--- config.mk ---
export PLATFORM = sky130hd
export DESIGN_NAME = lfsr_bist_sequencer
export DESIGN_NICKNAME = d
export VERILOG_FILES = /design/src/rtl/lfsr_bist_sequencer.sv
export SDC_FILE = /design/constraint.sdc
export NUM_CORES = 1
export LEC_CHECK = 0
export ABC_AREA = 0
export CORE_UTILIZATION = 36
export DETAILED_ROUTE_END_ITERATION = 16
export MAX_ROUTING_LAYER = met4
export PLACE_DENSITY = 0.65
export SYNTH_ARGS = -nofsm -noshare
export SYNTH_HDL_FRONTEND = slang
export SYNTH_SLANG_ARGS = --single-unit
--- constraint.sdc ---
create_clock -name i_clk -period 7.3 [get_ports i_clk]
set_input_delay 1.095 -clock i_clk [delete_from_list [all_inputs] [get_ports i_clk]]
set_output_delay 1.095 -clock i_clk [all_outputs]
set_load 0.01 [all_outputs]
--- src/rtl/lfsr_bist_sequencer.sv ---
// Sequences an external XNOR LFSR for BIST: capture config, seed-load, stream words, fold a rotating-XOR signature.
// Start->LOAD 1 cycle, first word 2 cycles after start; the LFSR advances only on a valid/ready handshake.
module lfsr_bist_sequencer #(
    parameter int WIDTH        = 8,
    parameter int TAP_COUNT    = 4,
    parameter int CNT_W        = 16,
    parameter bit STOP_ON_WRAP = 1'b1
) (
    input  logic                       i_clk,
    input  logic                       i_rst_n,
    input  logic                       i_start,
    input  logic                       i_abort,
    input  logic [WIDTH-1:0]           i_cfg_seed,
    input  logic [TAP_COUNT*WIDTH-1:0] i_cfg_taps,
    input  logic [CNT_W-1:0]           i_cfg_count,
    output logic                       o_lfsr_enable,
    output logic                       o_lfsr_seed_load,
    output logic [WIDTH-1:0]           o_lfsr_seed,
    output logic [TAP_COUNT*WIDTH-1:0] o_lfsr_taps,
    input  logic [WIDTH-1:0]           i_lfsr_value,
    input  logic                       i_lfsr_wrap,
    output logic [WIDTH-1:0]           o_data,
    output logic                       o_valid,
    input  logic                       i_ready,
    output logic                       o_busy,
    output logic                       o_done,
    output logic                       o_wrapped,
    output logic                       o_aborted,
    output logic [CNT_W-1:0]           o_words,
    output logic [WIDTH-1:0]           o_signature
);

    typedef enum logic [1:0] {S_IDLE, S_LOAD, S_RUN, S_DONE} state_t;

    state_t                     state_q, state_d;
    logic [WIDTH-1:0]           seed_q, seed_d;
    logic [TAP_COUNT*WIDTH-1:0] taps_q, taps_d;
    logic [CNT_W-1:0]           count_q, count_d;
    logic [CNT_W-1:0]           words_q, words_d;
    logic [WIDTH-1:0]           sig_q, sig_d;
    logic                       wrapped_q, wrapped_d;
    logic                       aborted_q, aborted_d;

    logic             wrap_hit;
    logic             wrap_stop;
    logic             hs;
    logic [CNT_W-1:0] words_inc;

    always_comb begin
        state_d          = state_q;
        seed_d           = seed_q;
        taps_d           = taps_q;
        count_d          = count_q;
        words_d          = words_q;
        sig_d            = sig_q;
        wrapped_d        = wrapped_q;
        aborted_d        = aborted_q;
        o_lfsr_enable    = 1'b0;
        o_lfsr_seed_load = 1'b0;
        o_valid          = 1'b0;
        o_busy           = 1'b0;
        o_done           = 1'b0;
        hs               = 1'b0;
        words_inc        = words_q + 1'b1;
        // The first word is always the seed itself, so it never counts as a wrap.
        wrap_hit         = (state_q == S_RUN) && i_lfsr_wrap && (words_q != '0);
        wrap_stop        = wrap_hit && STOP_ON_WRAP;

        case (state_q)
            S_IDLE: begin
                if (i_start) begin
                    seed_d    = i_cfg_seed;
                    taps_d    = i_cfg_taps;
                    count_d   = i_cfg_count;
                    words_d   = '0;
                    sig_d     = '0;
                    wrapped_d = 1'b0;
                    aborted_d = 1'b0;
                    state_d   = S_LOAD;
                end
            end
            S_LOAD: begin
                o_busy           = 1'b1;
                o_lfsr_enable    = 1'b1;
                o_lfsr_seed_load = 1'b1;
                if (i_abort) begin
                    aborted_d = 1'b1;
                    state_d   = S_DONE;
                end else if (count_q == '0) begin
                    state_d = S_DONE;
                end else begin
                    state_d = S_RUN;
                end
            end
            S_RUN: begin
                o_busy        = 1'b1;
                o_valid       = !wrap_stop;
                hs            = o_valid && i_ready;
                o_lfsr_enable = hs;
                if (hs) begin
                    words_d = words_inc;
                    sig_d   = {sig_q[WIDTH-2:0], sig_q[WIDTH-1]} ^ i_lfsr_value;
                end
                if (wrap_hit) begin
                    wrapped_d = 1'b1;
                end
                // Abort outranks both wrap and count termination.
                if (i_abort) begin
                    aborted_d = 1'b1;
                    state_d   = S_DONE;
                end else if (wrap_stop) begin
                    state_d = S_DONE;
                end else if (hs && (words_inc == count_q)) begin
                    state_d = S_DONE;
                end
            end
            S_DONE: begin
                o_done  = 1'b1;
                state_d = S_IDLE;
            end
            default: begin
                state_d = S_IDLE;
            end
        endcase
    end

    always_ff @(posedge i_clk or negedge i_rst_n) begin
        if (!i_rst_n) begin
            state_q   <= S_IDLE;
            seed_q    <= '0;
            taps_q    <= '0;
            count_q   <= '0;
            words_q   <= '0;
            sig_q     <= '0;
            wrapped_q <= 1'b0;
            aborted_q <= 1'b0;
        end else begin
            state_q   <= state_d;
            seed_q    <= seed_d;
            taps_q    <= taps_d;
            count_q   <= count_d;
            words_q   <= words_d;
            sig_q     <= sig_d;
            wrapped_q <= wrapped_d;
            aborted_q <= aborted_d;
        end
    end

    assign o_lfsr_seed = seed_q;
    assign o_lfsr_taps = taps_q;
    assign o_data      = o_valid ? i_lfsr_value : '0;
    assign o_wrapped   = wrapped_q;
    assign o_aborted   = aborted_q;
    assign o_words     = words_q;
    assign o_signature = sig_q;

endmodule

# Word-level counts from Yosys, hierarchy flattened
# Index checks and enable logic that the tools add are counted.
# classes
add_sub_neg,1
mul,0
div,0
magnitude_cmp,0
n_eq_ne,9
shifts,0
mux,24
bitwise_logic,1
n_reduce_logical,16
# ops
cell,count
$mux W16,2
$pmux W16 S2,1
$mux W8,3
$add A16 B1 Y16 const B,1
$eq A16 B16 Y1,1
$logic_not A16 Y1,1
$pmux W8 S2,1
$reduce_bool A16 Y1,1
$mux W1,9
$reduce_and A3 Y1,3
$mux W2,4
$pmux W2 S4,1
$xor A8 B8 Y8,1
$pmux W1 S2,3
$eq A2 B2 Y1 const B,2
$logic_and A1 B1 Y1,4
$ne A2 B1 Y1 const B,2
$ne A2 B2 Y1 const B,2
$ne A4 B3 Y1 const B,1
$reduce_and A2 Y1,2
$reduce_bool A2 Y1,2
$eq A2 B1 Y1 const B,1
$logic_not A2 Y1,1
$reduce_or A2 Y1,1
$logic_not A1 Y1,1
# totals
regBits,84
latchBits,0
ramBits,0
rom_bits,0
in_bits,70
out_inout_bits,79
elab_cells,59
n_memories,0

# Logic depth before layout (Yosys ltp)
# depth
ltp_word,10
depth_mapped,10
depth_no_buf,9

# Worst setup path after synthesis
# OpenSTA, ideal clock, no wires.
# synth_timing
path_kind,input port to output port
start,input i_lfsr_wrap
end,output o_data[0]
arrival_ns,1.873
required_time_ns,6.205
slack_ns,4.332
cell_stages,5
n_path_buf,1
path_cell_list,inv_1 > a41oi_1 > nor2b_1 > clkbuf_1 > and2_1
# synth_via
elab_chain_len,5
# synth_lines
element,line,text
"start, declared",21,"input logic i_lfsr_wrap,"
$logic_and A1 B1 Y1 (2 in a row),66,wrap_hit = (state_q == S_RUN) && i_lfsr_wrap && (words_q != '0);
$logic_not A1 Y1,97,o_valid = !wrap_stop;
$mux W1,69,case (state_q)
named net o_valid,23,"output logic o_valid,"
$mux W8,151,assign o_data = o_valid ? i_lfsr_value : '0;
"end, declared",22,"output logic [WIDTH-1:0] o_data,"
# The timed path passes the listed nets, and every way through them passes these cells.

# Worst setup path after layout
# layout_timing
start,input i_lfsr_wrap
end,output o_lfsr_enable
# layout_via
elab_chain_len,5
# layout_lines
element,line,text
$logic_and A1 B1 Y1 (2 in a row),66,
$logic_not A1 Y1,97,
$logic_and A1 B1 Y1,98,hs = o_valid && i_ready;
$pmux W1 S2,69,
"end, declared",16,"output logic o_lfsr_enable,"
# No other way between the ends.

==> out/qor.yml <==
status:
  status: "finished with violations"
  violations: "design-rule violations"
synthesis:
  synthFlopType: "dfrtp_1"
  synth_cell_type_count: 50
  syn-instance-count: 387
  ys_seq_area_share_pct: 48.2
  async_flop_share_pct: 100
  ys_ff_latch: 84
  syn_nets: 464
  avgSynthCellArea_um2: 11.3
  syn_area_um2: 4360
  ys_warn_count: 0
  synth_edf_count: 0
timing:
  slew_headroom_pct: 26.2
  hold_viol: 0
  tightest_slew_ns: 1.10
  final_max_slew_viol_count: 0
  skew_ns: 0.0100
  fin_crit_sh_pct: 60.2
  rsz0062_at_grt: "false"
  setup_tns_ns: 0
  setup_ws_ns: 2.91
  min_period_ns: 4.39
  setup_viol: 0
  fmax_mhz: 228
detailed_routing:
  routed_wirelength_um: 11200
  drtAntennaViolNets: 0
  firstDrtPassIters: 10
  num_vias: 3562
  vias_per_cell: 5.32
  wl_per_cell_um: 16.7
  dr.first_iter.drc_count: 172
  drcViolationCount: 5
critical_path:
  end_kind: "output pin"
  crit_arrival_ns: 3.30
  path_class: "primary input to output pin"
  cpMostUsedCell: "clkdlybuf4s50_1"
  cpMaxStageDelayCell: "nor2b_1"
  startpoint_type: "primary input"
  max_stage_delay_ns: 0.74
  cp_cell_sequence: "clkdlybuf4s50_1 -> inv_1 -> a41oi_1 -> nor2b_1 -> and2_1 -> o21a_1 -> clkdlybuf4s50_1"
  cp.required_ns: 6.20
  critPathMaxFanout: 13
power:
  p_leak_nw: 2.52
  p_per_area_nw_per_um2: 384
  p_comb_share_pct: 44.9
  switchingPower_uw: 788
  swShare_pct: 33.2
  intPower_mw: 1.59
  power.share.clock_pct: 20.8
  total_power_mw: 2.37
  pwr-share-seq_pct: 34.3
  vdd_ir_drop_max_v: 0.000221
hold_path:
  hp-class: "register to register"
placement:
  place_inst: 654
  io_buffers: 148
  dpl.hpwl_um: 8140
  place_ws_ns: 2.89
  gp_congestion: 0.859
finish:
  nets: 599
  syn2layout_area_growth_pct: 41.5
  layout_common_cells: "clkdlybuf4s50_1 (147), dfrtp_1 (84), mux2_2 (56), o21ai_0 (29), nand2_1 (20)"
  drive_above_1_share_pct: 15.9
  layout_commonest_cell: "clkdlybuf4s50_1"
  instances_no_fill: 670
  n_antenna_cell: 0
  utilization_pct: 53.2
clock_network:
  cts_resized: 0
  clk_pin_slew_worst_paths_ns: 0.06
  cts_hold_buffers: 0
  htree_levels: 3
  cts_root_buf: "clkbuf_16"
  cts_num_sinks: 84
  cts_setup_buffers: 0
  worstSkewPairLatency_ns: 0.34
  numCtsBuffers: 9
  clock_path_buffers: 2
  tritoncts: "done"
floorplan:
  core-area_um2: 11600
  placement_rows: 39
  start_util_pct: 37.6
  io_pins: 149
  fp.dieW_um: 112
  die_area_um2: 12600
  die_h_um: 112
grt:
  grt_pass1_wl_um: 18600
  track_usage_pct: 19.3
  grt_antenna_before_repair: 0
  grt_overflow: 0
  grt_max_degree: 85
  grt_pass1_vias: 3666
run:
  cap_violations: 0
[flip-flops by register name, summed over array words and instances, names as in the netlist]
| register | cells |
|---|---|
| o_lfsr_taps | 32 |
| count_q | 16 |
| o_words | 16 |
| o_lfsr_seed | 8 |
| o_signature | 8 |
| state_q | 2 |
| o_aborted | 1 |
| o_wrapped | 1 |
[metrics by stage]
stage,area [um^2],hold slack (ns)
2_1_floorplan,4360,0.518
3_3_place_gp,5850,0.487
3_5_place_dp,5850,0.494
4_1_cts,6180,0.512
5_1_grt,6180,0.521
6_report,6180,0.510
[logic make-up after synthesis]
group           Yosys count  synth area share, %
compound gates           73                 10.6
xor+xnor                 29                 5.82
fa+ha+maj                 7                 2.01
buf+inv                  32                 4.84
flops                    84                 48.2
mux                      57                 14.7
simple gates            105                 13.9
[area by class of cell]
class                      instances  area, um^2
fill                            1044        5440
sequential                        84        2100
multi-input combinational        271        2050
timing repair buffer             150        1490
clock buffer                      11         243
tap                              143         179
clock inverter                     5        83.8
inverter                           6        22.5
[synth_stat cells (all sizes together), types with 3 or more instances]
cell type | n | area share (%)
nand2b | 3 | 0.43
nor2b | 4 | 0.57
dfrtp | 84 | 48
inv | 6 | 0.52
a211oi | 5 | 0.97
o31ai | 9 | 1.5
and2 | 12 | 1.7
o21ai | 30 | 3.4
buf | 6 | 1.2
o41ai | 4 | 0.80
nand3 | 11 | 1.6
nand2 | 21 | 1.8
nand4 | 7 | 1.3
a21oi | 12 | 1.4
nor4 | 12 | 1.7
mux2 | 56 | 14
xor2 | 10 | 2.0
clkbuf | 20 | 3.1
nor2 | 17 | 1.5
nor3 | 3 | 0.60
ha | 7 | 2.0
xnor2 | 19 | 3.8
and3 | 6 | 0.86
[critical path, delay by kind of cell]
family                 cells  cell delay (ns)
AOI/OAI and AO/OA          2             0.18
buffers and inverters      3             1.00
and+or+nand+nor            2             1.02
[layer usage]
metal | global-route usage [%] | vias to the layer above | routed length (um)
met4 | 6.13 | 0 | 152
met3 | 6.43 | 11 | 1110
met5 | - | - | 0
met2 | 28.8 | 167 | 4970
li1 | - | 1659 | -
met1 | 24.7 | 1725 | 4940
[final timing paths]
path | start | end | slack, ns | depth (start not counted)
max | i_lfsr_wrap | o_lfsr_enable | 2.91 | 7
min | o_lfsr_seed[1]$_DFFE_PN0P_ | o_lfsr_seed[1]$_DFFE_PN0P_ | 0.51 | 1
max reg2reg | o_words[0]$_DFFE_PN0P_ | o_words[9]$_DFFE_PN0P_ | 3.63 | 7
min reg2reg | o_lfsr_seed[1]$_DFFE_PN0P_ | o_lfsr_seed[1]$_DFFE_PN0P_ | 0.51 | 1
max in group asynchronous | i_rst_n | count_q[11]$_DFFE_PN0P_ | 5.67 | 1
min in group asynchronous | i_rst_n | o_lfsr_taps[9]$_DFFE_PN0P_ | 0.95 | 1
[power groups by stage]
| stage | combinational (mW) | clock (mW) | sequential [mW] |
|---|---|---|---|
| final | 1.06 | 0.495 | 0.813 |
| after global routing | 1.16 | 0.528 | 0.841 |
| after CTS | 1.08 | 0.510 | 0.816 |
| after detailed placement | 1.07 | 0 | 0.822 |
| after global placement | 1.05 | 0 | 0.813 |
| after floorplan | 0.506 | 0 | 0.856 |
(Power assumes the default switching activity.)
